**src/rtl/imem_port_arbiter.sv**
```systemverilog
// Shares the single registered-read instruction ROM port between CPU fetch and debug readback.
// CPU has priority; debug is guaranteed a grant after MAX_WAIT consecutive CPU wins.
module imem_port_arbiter #(
  parameter int unsigned AW       = 7,
  parameter int unsigned MAX_WAIT = 4
) (
  input  logic        clk,
  input  logic        clrn,
  input  logic        c_req,
  input  logic [31:0] c_addr,
  output logic        c_gnt,
  output logic        c_rvalid,
  output logic [31:0] c_rdata,
  output logic        c_err,
  output logic        c_stall,
  input  logic        d_req,
  input  logic [31:0] d_addr,
  output logic        d_gnt,
  output logic        d_rvalid,
  output logic [31:0] d_rdata,
  output logic        d_err,
  output logic [31:0] rom_a,
  input  logic [31:0] rom_inst
);

  localparam int unsigned CW = 4;
  localparam logic [CW-1:0] WAIT_MAX = CW'(MAX_WAIT);

  typedef enum logic [1:0] {IDLE, CPU_RD, DBG_RD} state_t;

  state_t        state;
  logic [CW-1:0] wait_cnt;
  logic [31:0]   last_addr;
  logic          err_q;
  logic          d_win;
  logic          c_oor;
  logic          d_oor;

  assign c_oor = (c_addr[31:AW+2] != '0);
  assign d_oor = (d_addr[31:AW+2] != '0);

  // Debug wins when the CPU is idle or has exhausted its consecutive-win budget.
  assign d_win   = d_req & (~c_req | (wait_cnt == WAIT_MAX));
  assign c_gnt   = clrn & c_req & ~d_win;
  assign d_gnt   = clrn & d_win;
  assign c_stall = clrn & c_req & ~c_gnt;

  // Holding the last granted address keeps the ROM input stable between accesses.
  assign rom_a = c_gnt ? c_addr : (d_gnt ? d_addr : last_addr);

  always_ff @(posedge clk or negedge clrn) begin
    if (!clrn) begin
      state     <= IDLE;
      err_q     <= 1'b0;
      last_addr <= '0;
      wait_cnt  <= '0;
    end else begin
      if (c_gnt)      state <= CPU_RD;
      else if (d_gnt) state <= DBG_RD;
      else            state <= IDLE;

      err_q <= (c_gnt & c_oor) | (d_gnt & d_oor);

      if (c_gnt || d_gnt) last_addr <= rom_a;

      if (d_gnt || !d_req)
        wait_cnt <= '0;
      else if (c_gnt && (wait_cnt < WAIT_MAX))
        wait_cnt <= wait_cnt + CW'(1);
    end
  end

  assign c_rvalid = (state == CPU_RD);
  assign d_rvalid = (state == DBG_RD);
  assign c_err    = c_rvalid & err_q;
  assign d_err    = d_rvalid & err_q;
  assign c_rdata  = (c_rvalid & ~err_q) ? rom_inst : '0;
  assign d_rdata  = (d_rvalid & ~err_q) ? rom_inst : '0;

endmodule

```
**config.mk**
```make
export PLATFORM = sky130hd
export DESIGN_NAME = imem_port_arbiter
export DESIGN_NICKNAME = d
export VERILOG_FILES = /design/src/rtl/imem_port_arbiter.sv
export SDC_FILE = /design/constraint.sdc
export NUM_CORES = 1
export LEC_CHECK = 0
export BUFFER_PORTS_ARGS = -buffer_cell sky130_fd_sc_hd__buf_2
export CORE_ASPECT_RATIO = 0.5
export CORE_UTILIZATION = 44
export CTS_CLUSTER_DIAMETER = 200
export DETAILED_ROUTE_END_ITERATION = 12
export PLACE_DENSITY = 0.93
export REMOVE_ABC_BUFFERS = 1
export SETUP_SLACK_MARGIN = 0.15
export SYNTH_ARGS = -nofsm -noshare
export SYNTH_HDL_FRONTEND = slang
export SYNTH_SLANG_ARGS = --single-unit
```
**constraint.sdc**
```tcl
create_clock -name clk -period 2.7 [get_ports clk]
set_input_delay 0.54 -clock clk [delete_from_list [all_inputs] [get_ports clk]]
set_output_delay 0.54 -clock clk [all_outputs]
set_load 0.1 [all_outputs]
```
==> results.json, run 1 <==
{
  "rows": 20,
  "synth_area_leader_cell": "dfrtp_1",
  "yosysSeqAreaShare_pct": 35.10,
  "gp_congestion": 0.8154,
  "pin_count": 203,
  "synth_edf_count": 0,
  "synthArstFlopShare_pct": 100.0,
  "fp.dieH_microns": 58.21,
  "yosys_warnings": 0,
  "grt_max_degree": 33,
  "io_buffer_count": 202,
  "die_x_microns": 114.4,
  "synth_area_sq_um": 2780,
  "synth_ff_type": "dfrtp_1",
  "netlist_instances": 294,
  "synth_most_common_cell": "nand2_1",
  "outcome": "stopped before the end",
  "synthDistinctLibCells": 25,
  "synth_top_cells_by_count": "100 x nand2_1, 67 x and2_1, 39 x dfrtp_1",
  "numCtsBuffers": 5,
  "clkSinkCount": 39,
  "ys_ff_latch": 39,
  "first-error": "[ERROR DPL-0038] Utilization greater than 100%, impossible to legalize",
  "synth.avg_cell_area_sq_um": 9.456,
  "synthTopCellsByArea": "dfrtp_1 35%, a22oi_4 21%, and2_1 15%, nand2_1 14%, nor4_1 2.3%",
  "synth_top_cell_area_share_pct": 35.10,
  "clk_path_buf_depth": 2,
  "cts-root-buf": "clkbuf_16",
  "h-tree-depth": 2,
  "ctsHoldBuffers": 0,
  "place_area_sq_um": 5390,
  "hpwlAfterDp_microns": 9216,
  "haltStage": "global routing (5_1_grt)",
  "start_util_pct": 45.72
}
repair_timing:
item / in CTS
resized for setup: 37
pin swaps: 14
buffers inserted: 11
cloned: 1
setup endpoints to repair: 33
cells by family after synthesis:
kind of cell / synth area share, %
AOI/OAI and AO/OA: 24.03
xor gates and xnor gates: 0.3151
adders and majority gates: 0.8999
buffers and inverters: 5.355
DFF: 35.10
muxes: 0.3601
and+or+nand+nor: 33.93
metrics by stage:
| stage | worst slack, ps | setup TNS, ps | instances |
|---|---|---|---|
| after floorplan | -1841 | -156190 | 278 |
| after global placement | 341.7 | 0 | 578 |
| after detailed placement | 228.5 | 0 | 578 |
| after CTS | 138.8 | 0 | 598 |
==> run 2, diff against run 1 <==
Settings changed: CORE_ASPECT_RATIO 0.5 to default, CORE_UTILIZATION 44 to 40, CTS_CLUSTER_DIAMETER 200 to default, PLACE_DENSITY 0.93 to default, PLACE_DENSITY_LB_ADDON from default to 0.15, SETUP_SLACK_MARGIN 0.15 to default.
==> results.json, run 2 <==
{
  "hpwlAfterDp_microns": 7841,
  "numCtsBuffers": 5,
  "vias": 2926,
  "grt-ovfl-total": 0,
  "peakVddDrop_v": 0.0003244,
  "slew_headroom_pct": 64.89,
  "globalRouteTotalUtil_pct": 27.19,
  "synthTopCellsByArea": "dfrtp_1 35%, a22oi_4 21%, and2_1 15%, nand2_1 14%, nor4_1 2.3%",
  "h-tree-depth": 2,
  "r2r_slack_ps": 990,
  "clk_path_buf_depth": 2,
  "antenna_found_initial": 1,
  "skew_ps": 8.918,
  "syn_to_final_growth_pct": 101.0,
  "pin_count": 203,
  "io_buffer_count": 202,
  "synth_ff_type": "dfrtp_1",
  "r2r_cells": 7,
  "die_x_microns": 85.37,
  "power_density_nw_per_um2": 460.2,
  "timing.rr.start": "wait_cnt[0]",
  "fillers": 377,
  "fp.dieH_microns": 85.37,
  "critPathArrivalTime_ps": 2090,
  "clkSinkCount": 39,
  "rr_endpoint": "wait_cnt[3]",
  "synth_most_common_cell": "nand2_1",
  "ys_ff_latch": 39,
  "cts-root-buf": "clkbuf_8",
  "grt_max_degree": 32,
  "final_cell_mix": "103 x buf_2, 102 x buf_12, 100 x nand2_1",
  "synthArstFlopShare_pct": 100.0,
  "ctsHoldBuffers": 0,
  "final_hold_viol_count": 0,
  "nNetsFinal": 609,
  "outcome": "finished, final reports clean",
  "fin_crit_ps": 2626,
  "leakagePower_nw": 3.173,
  "cts_tree": "yes",
  "yosysSeqAreaShare_pct": 35.10,
  "multi_input_area_sq_um": 1682,
  "routed_via_density": 4.968,
  "synth.avg_cell_area_sq_um": 9.456,
  "layout_commonest_cell": "buf_2",
  "setup_viol": 0,
  "synth_area_sq_um": 2780,
  "synthDistinctLibCells": 25,
  "hp-class": "input port to asynchronous set/reset pin",
  "seq_area_sq_um": 975.9,
  "top_register": "last_addr",
  "reg_top3": "last_addr (32), wait_cnt (4), state (2)",
  "cap_violations": 0,
  "tightest_slew_ps": 522.6,
  "post-place-ws_ps": 164.0,
  "startpoint_type": "register",
  "path_clk_slew_ps": 80,
  "worstPathMaxFanout": 12,
  "slew_viol_final": 0,
  "place_area_sq_um": 5363,
  "setup_slack_ps": 74.09,
  "fin_crit_sh_pct": 97.26,
  "wirelength_microns": 9670,
  "core_area_sq_um": 6756,
  "end_kind": "output port",
  "drtPass1Iterations": 4,
  "stdcell_area_sq_um": 5588,
  "clock_latency_ps": 290,
  "gp_congestion": 0.7866,
  "drtAntennaViolNets": 0,
  "largest_register_ffs": 32,
  "rsz0062_at_grt": "false",
  "hold_ws_ps": 274.4,
  "dr.first_iter.drc_count": 59,
  "worst_ep_required_time_ps": 2160,
  "fmax_mhz": 380.8,
  "die-area_sq_um": 7288,
  "start_util_pct": 41.15,
  "grt_pass1_wl_microns": 15430,
  "synth_edf_count": 0,
  "grt_pass1_vias": 3056,
  "rows": 30,
  "drc": 0,
  "wire_per_inst_microns": 16.42,
  "worstSetupPathType": "register to output port",
  "yosys_warnings": 0,
  "synth_top_cells_by_count": "100 x nand2_1, 67 x and2_1, 39 x dfrtp_1",
  "netlist_instances": 294,
  "synth_top_cell_area_share_pct": 35.10,
  "synth_area_leader_cell": "dfrtp_1",
  "drive_gt1_share_pct": 51.77
}
[run 2: area by class of cell]
cell class	instances	share of cell area (%)
Clock buffer	7	1.366
Multi-Input combinational cell	235	30.09
Tap cell	80	1.791
Clock inverter	1	0.08957
Sequential cell	39	17.47
Antenna cell	1	0.04478
Inverter	4	0.2687
Timing Repair Buffer	222	48.88
[run 2: worst max-delay path, cell delays in order (launching register included)]
cell and delay [ps]:
dfrtp_1 360, inv_1 50, ha_1 200, and3b_4 210
a21oi_4 200, bufbuf_16 360, a22oi_4 90, nand2_1 120
buf_12 180
[run 2: power by group]
part | switching [W] | internal (W)
sequential | 0.0000197 | 0.000649
clock | 0.000202 | 0.000182
combinational | 0.000998 | 0.000521
[run 2: metal layers]
layer  GRT usage, %  up-vias  part of all wire, %
met5              0        -                    0
met4          11.97        0                  2.7
met3          6.809       20                  7.1
met2          50.88      129                   55
met1          28.76     1369                   35
li1               -     1408                    -
[run 2: cell families after synthesis]
logic type,after synthesis,synth area share (%)
simple gates,192,33.93
buf+inv,20,5.355
mux,1,0.3601
fa+ha+maj,2,0.8999
compound gates,39,24.03
flops,39,35.10
xor+xnor,1,0.3151
[run 2: repair_timing]
item	in CTS	in global routing
setup endpoints to repair	23	26
buffers inserted	5	2
gates resized for setup	1	3
pin swaps	2	0
cloned	1	1
[run 2: worst max path at each step]
stage,depth (start not counted),slack [ps],startpoint,to
CTS,9,10,wait_cnt[0],rom_a[1]
detailed placement,8,160,wait_cnt[0],rom_a[14]
global route,8,9,wait_cnt[0],rom_a[25]
floorplan,6,-1840,wait_cnt[0],rom_a[0]
global placement,8,250,wait_cnt[0],rom_a[28]
finish,8,70,wait_cnt[0],rom_a[19]
[run 2: through the flow]
stage | TNS [ps] | total power (W) | util [%] | cells
global placement | 0 | 0.002157 | 79.37 | 571
global route | 0 | 0.002665 | 82.70 | 589
CTS | 0 | 0.002570 | 81.87 | 585
detailed placement | 0 | 0.002179 | 79.37 | 571
finish | 0 | 0.002571 | 82.70 | 589
floorplan | -156190 | 0.001569 | - | 278
Note: power is estimated with default switching activity, not from simulation.
